`src/rtl/systolic_pe_acc.sv`:
```
// systolic_pe_acc: output-stationary systolic MAC PE with operand forwarding and a valid/ready result.
// Build option PE_ACC_SAT_EN: saturating accumulation with a sticky sat_flag (wrap-around otherwise).
module systolic_pe_acc #(
  parameter int DATA_WIDTH = 16,
  parameter int ACC_WIDTH  = 40,
  parameter int CNT_WIDTH  = 8,
  parameter bit SIGNED     = 1'b1
) (
  input  logic                  clk,
  input  logic                  rst,
  input  logic                  start,
  input  logic [CNT_WIDTH-1:0]  k_len,
  input  logic [DATA_WIDTH-1:0] a_in,
  input  logic                  a_vld_in,
  input  logic [DATA_WIDTH-1:0] b_in,
  input  logic                  b_vld_in,
  output logic [DATA_WIDTH-1:0] a_out,
  output logic                  a_vld_out,
  output logic [DATA_WIDTH-1:0] b_out,
  output logic                  b_vld_out,
  output logic [ACC_WIDTH-1:0]  res_data,
  output logic                  res_valid,
  input  logic                  res_ready,
  output logic                  busy,
  output logic                  err,
  output logic                  sat_flag
);
  localparam logic [1:0] IDLE = 2'd0;
  localparam logic [1:0] ACC  = 2'd1;
  localparam logic [1:0] HOLD = 2'd2;
  logic [1:0] state_q, state_d;
  logic [CNT_WIDTH-1:0] cnt_q, cnt_d, klen_q, klen_d;
  logic [ACC_WIDTH-1:0] acc_q, acc_d;
  logic err_q, err_d, sat_q, sat_d;
  logic [DATA_WIDTH-1:0] a_q, b_q;
  logic av_q, bv_q;
  logic signed [2*DATA_WIDTH-1:0] prod_s;
  logic [2*DATA_WIDTH-1:0] prod_u;
  logic signed [ACC_WIDTH-1:0] ext_s;
  logic [ACC_WIDTH-1:0] ext_u, ext, sum, mac_val;
  logic mac, hs, can_start, ovf;
  assign prod_s = $signed(a_in) * $signed(b_in);
  assign prod_u = a_in * b_in;
  assign ext_s = prod_s;
  assign ext_u = ACC_WIDTH'(prod_u);
  assign ext = SIGNED ? ext_s : ext_u;
  assign sum = acc_q + ext;
`ifdef PE_ACC_SAT_EN
  localparam logic [ACC_WIDTH-1:0] SMAX = {1'b0, {(ACC_WIDTH-1){1'b1}}};
  // Signed overflow: operands agree in sign but the sum does not; unsigned: carry out wraps below acc.
  assign ovf = SIGNED ? ((acc_q[ACC_WIDTH-1] == ext[ACC_WIDTH-1]) && (sum[ACC_WIDTH-1] != acc_q[ACC_WIDTH-1]))
                      : (sum < acc_q);
  assign mac_val = !ovf ? sum : SIGNED ? (acc_q[ACC_WIDTH-1] ? ~SMAX : SMAX) : '1;
`else
  assign ovf = 1'b0;
  assign mac_val = sum;
`endif
  assign mac = a_vld_in & b_vld_in;
  assign hs = (state_q == HOLD) & res_ready;
  assign can_start = start & ((state_q == IDLE) | hs);
  always_comb begin
    state_d = state_q;
    cnt_d = cnt_q;
    klen_d = klen_q;
    acc_d = acc_q;
    sat_d = sat_q;
    if (state_q == ACC && mac) begin
      acc_d = mac_val;
      cnt_d = cnt_q + CNT_WIDTH'(1);
      sat_d = sat_q | ovf;
      if (cnt_q == klen_q - CNT_WIDTH'(1)) state_d = HOLD;
    end
    if (hs) state_d = IDLE;
    if (can_start) begin
      klen_d = k_len;
      acc_d = '0;
      cnt_d = '0;
      state_d = (k_len == '0) ? HOLD : ACC;
    end
    err_d = err_q | (start & ~can_start) | (mac & (state_q != ACC));
  end
  always_ff @(posedge clk or negedge rst) begin
    if (!rst) begin
      state_q <= IDLE;
      cnt_q <= '0;
      klen_q <= '0;
      acc_q <= '0;
      err_q <= 1'b0;
      sat_q <= 1'b0;
      a_q <= '0;
      b_q <= '0;
      av_q <= 1'b0;
      bv_q <= 1'b0;
    end else begin
      state_q <= state_d;
      cnt_q <= cnt_d;
      klen_q <= klen_d;
      acc_q <= acc_d;
      err_q <= err_d;
      sat_q <= sat_d;
      a_q <= a_vld_in ? a_in : a_q;
      b_q <= b_vld_in ? b_in : b_q;
      av_q <= a_vld_in;
      bv_q <= b_vld_in;
    end
  end
  assign a_out = a_q;
  assign b_out = b_q;
  assign a_vld_out = av_q;
  assign b_vld_out = bv_q;
  assign res_data = acc_q;
  assign res_valid = state_q == HOLD;
  assign busy = state_q == ACC;
  assign err = err_q;
  assign sat_flag = sat_q;
endmodule

```
`config.mk`:
```
export PLATFORM = sky130hd
export DESIGN_NAME = systolic_pe_acc
export DESIGN_NICKNAME = d
export VERILOG_FILES = /design/src/rtl/systolic_pe_acc.sv
export SDC_FILE = /design/constraint.sdc
export NUM_CORES = 1
export LEC_CHECK = 0
export ABC_AREA = 1
export ABC_CLOCK_PERIOD_IN_PS = 2500
export CAP_MARGIN = 10
export CELL_PAD_IN_SITES_DETAIL_PLACEMENT = 1
export CELL_PAD_IN_SITES_GLOBAL_PLACEMENT = 2
export CORE_MARGIN = 5
export CORE_UTILIZATION = 36
export CTS_CLUSTER_SIZE = 8
export DETAILED_ROUTE_END_ITERATION = 8
export PLACE_DENSITY_LB_ADDON = 0.1
export SYNTH_ARGS = -nofsm -noshare
export SYNTH_HDL_FRONTEND = slang
export SYNTH_SLANG_ARGS = --single-unit
```
`constraint.sdc`:
```
create_clock -name clk -period 2.5 [get_ports clk]
set_input_delay 0.5 -clock clk [delete_from_list [all_inputs] [get_ports clk]]
set_output_delay 0.5 -clock clk [all_outputs]
set_load 0.02 [all_outputs]
```
==> flow_metrics.env <==
export IMPL_async_reset_ff_share_pct=100
export IMPL_finalNetCount=3284
export IMPL_crit_buf_inv=10
export IMPL_dpl_cell_count=3283
export IMPL_ant_nets=0
export IMPL_yosysUniqueCellTypes=43
export IMPL_yosys_warnings=0
export IMPL_avgViaCountPerCell=5.03
export IMPL_drc=0
export IMPL_hold_slack_ps=501
export IMPL_grt_usage_pct=28.9
export IMPL_synthFlopType="dfrtp_1"
export IMPL_stdcell_count=3461
export IMPL_regToRegSetupSlack_ps=260
export IMPL_row_count=79
export IMPL_yosysSeqAreaShare_pct=13.7
export IMPL_worstPathRequired_ps=2830
export IMPL_final_max_slew_viol_count=0
export IMPL_routed_wl_mm=76.3
export IMPL_startpoint_type="input port"
export IMPL_h_tree_depth=3
export IMPL_crit_top_cell="fa_1"
export IMPL_finalSetupViolations=37
export IMPL_grt_pass1_vias=20000
export IMPL_die_h_um=227
export IMPL_syn_avg_cell_area_sq_um=7.39
export IMPL_max_cap_violations=0
export IMPL_synth_area_sq_um=17000
export IMPL_path_class="input port to flip-flop"
export IMPL_crit_family="adder cells"
export IMPL_endpoint_kind="flip-flop"
export IMPL_pin_count=124
export IMPL_cts_tree="done"
export IMPL_die_area_sq_um=51600
export IMPL_core_sq_um=46600
export IMPL_grt_max_degree=68
export IMPL_dp_hpwl_mm=52.8
export IMPL_ys_top_cells_by_count="nand2_1 (640), inv_1 (558), fa_1 (263)"
export IMPL_clk_path_buf_depth=2
export IMPL_hold_viol_final=0
export IMPL_fin_skew_ps=9.47
export IMPL_finalWorstSetupSlack_ps=-4370
export IMPL_yosysMostFrequentCell="nand2_1"
export IMPL_min_delay_path_class="input port to asynchronous set/reset pin"
export IMPL_critical_path_max_stage_delay_ps=550
export IMPL_synth_edff_count=0
export IMPL_synth_seq_cells=93
export IMPL_antenna_cells=0
export IMPL_tns_ps=-134850
export IMPL_cts_inserted_buffers=9
export IMPL_fmax_mhz=146
export IMPL_gpl_final_weighted_congestion=0.870
export IMPL_numClockSinks=93
export IMPL_period_minus_slack_ps=6870
export IMPL_fin_util_pct=59.7
export IMPL_violations="setup timing"
export IMPL_antenna_found_initial=0
export IMPL_min_period_over_period_pct=275
export IMPL_dr_pass1_iters=5
export IMPL_cp_slowest_cell="fa_1"
export IMPL_syn2layout_area_growth_pct=63.6
export IMPL_grt_setup_unrepaired="yes"
export IMPL_synth_area_leaders="fa_1 (31%), nand2_1 (14%), dfrtp_1 (14%), inv_1 (12%), ha_1 (9.2%)"
export IMPL_clk_pin_slew_worst_paths_ps=90
export IMPL_drt_first_iter_violations=601
export IMPL_yosysTopAreaCell="fa_1"
export IMPL_die_w_um=227
export IMPL_syn_nets=2731
export IMPL_cp_arrival_ps=7200
export IMPL_grt_overflow=0
export IMPL_grt_pass1_wl_mm=114
export IMPL_wl_per_cell_um=22.0
export IMPL_worstSkewPairLatency_ps=400
export IMPL_synth_top_cell_area_share_pct=31.0
export IMPL_crit_fanout=5
export IMPL_layout_drive_gt1_share_pct=45.3
export IMPL_outcome="complete, but fails checks"
export IMPL_cts_root_buf="clkbuf_16"
export IMPL_num_vias=17400
export IMPL_syn_inst=2297
export IMPL_start_util_pct=36.5
export IMPL_port_buffers=122
[final cells by class]
cell class | count | area (sq um)
clock buffers | 10 | 239
repair buffers | 619 | 6220
flip-flops and latches | 93 | 2330
clock inverters | 5 | 45.0
multi-input cells | 1567 | 16000
well taps | 607 | 759
fillers | 5276 | 18800
inverters | 560 | 2140
[flip-flops by register name, summed over array words and instances, names as in the netlist]
signal / cells
res_data: 40
a_out: 16
b_out: 16
cnt_q: 8
klen_q: 8
state_q: 2
a_vld_out: 1
b_vld_out: 1
err: 1
[routing by layer]
metal  GRT usage [%]  routed length (um)  vias to the layer above
li1                -                   -                     7930
met1            32.9               28900                     8877
met3            4.32                2570                      202
met2            53.5               40700                      397
met4            12.9                4210                        0
met5               0                   0                        -
[kinds of logic after synthesis]
group / after synthesis / share of synthesized area, %
other: 1 / 0.0221
muxes: 31 / 2.06
xor gates and xnor gates: 32 / 1.65
and+or+nand+nor: 895 / 21.0
adders and majority gates: 388 / 40.2
AOI/OAI and AO/OA: 219 / 7.18
DFF: 93 / 13.7
buffers and inverters: 638 / 14.2
[final timing paths]
kind | cells past startpoint | end | from
max | 34 | res_data[35] | a_in[7]
min | 2 | a_out[9] | rst
max reg2reg | 15 | res_data[32] | res_data[0]
min reg2reg | 2 | err | err
max in group asynchronous | 3 | klen_q[1] | rst
min in group clk | 2 | err | err
[what timing repair did]
item	in CTS	in global routing
resized for setup	770	303
endpoints found under the hold margin	10	0
hold buffers	1	0
cloned	18	0
setup endpoints to repair	38	38
buffers inserted	119	43
pin swaps	319	244
[cells in the final DEF, fill, tap and decap left out, types with 62 or more instances in the layout]
| cell type | n |
|---|---|
| buf_6 | 132 |
| nand2_2 | 131 |
| inv_1 | 428 |
| nand2_4 | 62 |
| fa_1 | 225 |
| clkdlybuf4s50_1 | 90 |
| inv_2 | 119 |
| ha_4 | 82 |
| dfrtp_1 | 93 |
| nand2_1 | 441 |
| nor2_1 | 69 |
| buf_4 | 327 |
[per-stage QoR]
| step | instance area, sq um | setup WS (ps) |
|---|---|---|
| 6_report | 27800 | -4370 |
| 5_1_grt | 27800 | -4530 |
| 4_1_cts | 26600 | -4260 |
| 3_5_place_dp | 22500 | -5400 |
| 3_3_place_gp | 22500 | -5310 |
| 2_1_floorplan | 18400 | -4060 |
[worst reg2reg max path, cell delays in order, from the launching register on]
cell and delay, ps:
dfrtp_1 380, ha_1 220, fa_1 390, nand2_1 110, nand2_1 60, nand2_1 50, nand2_1 130, nand2_1 110
nand2_2 80, nand3_1 90, nand2_2 100, nand3_1 110, nand2_2 110, nand2_1 80, nand2_1 50, o21ai_1 110
Power is not shown: default switching activity piles up to over one toggle a cycle in this logic, so the estimate is an artifact.
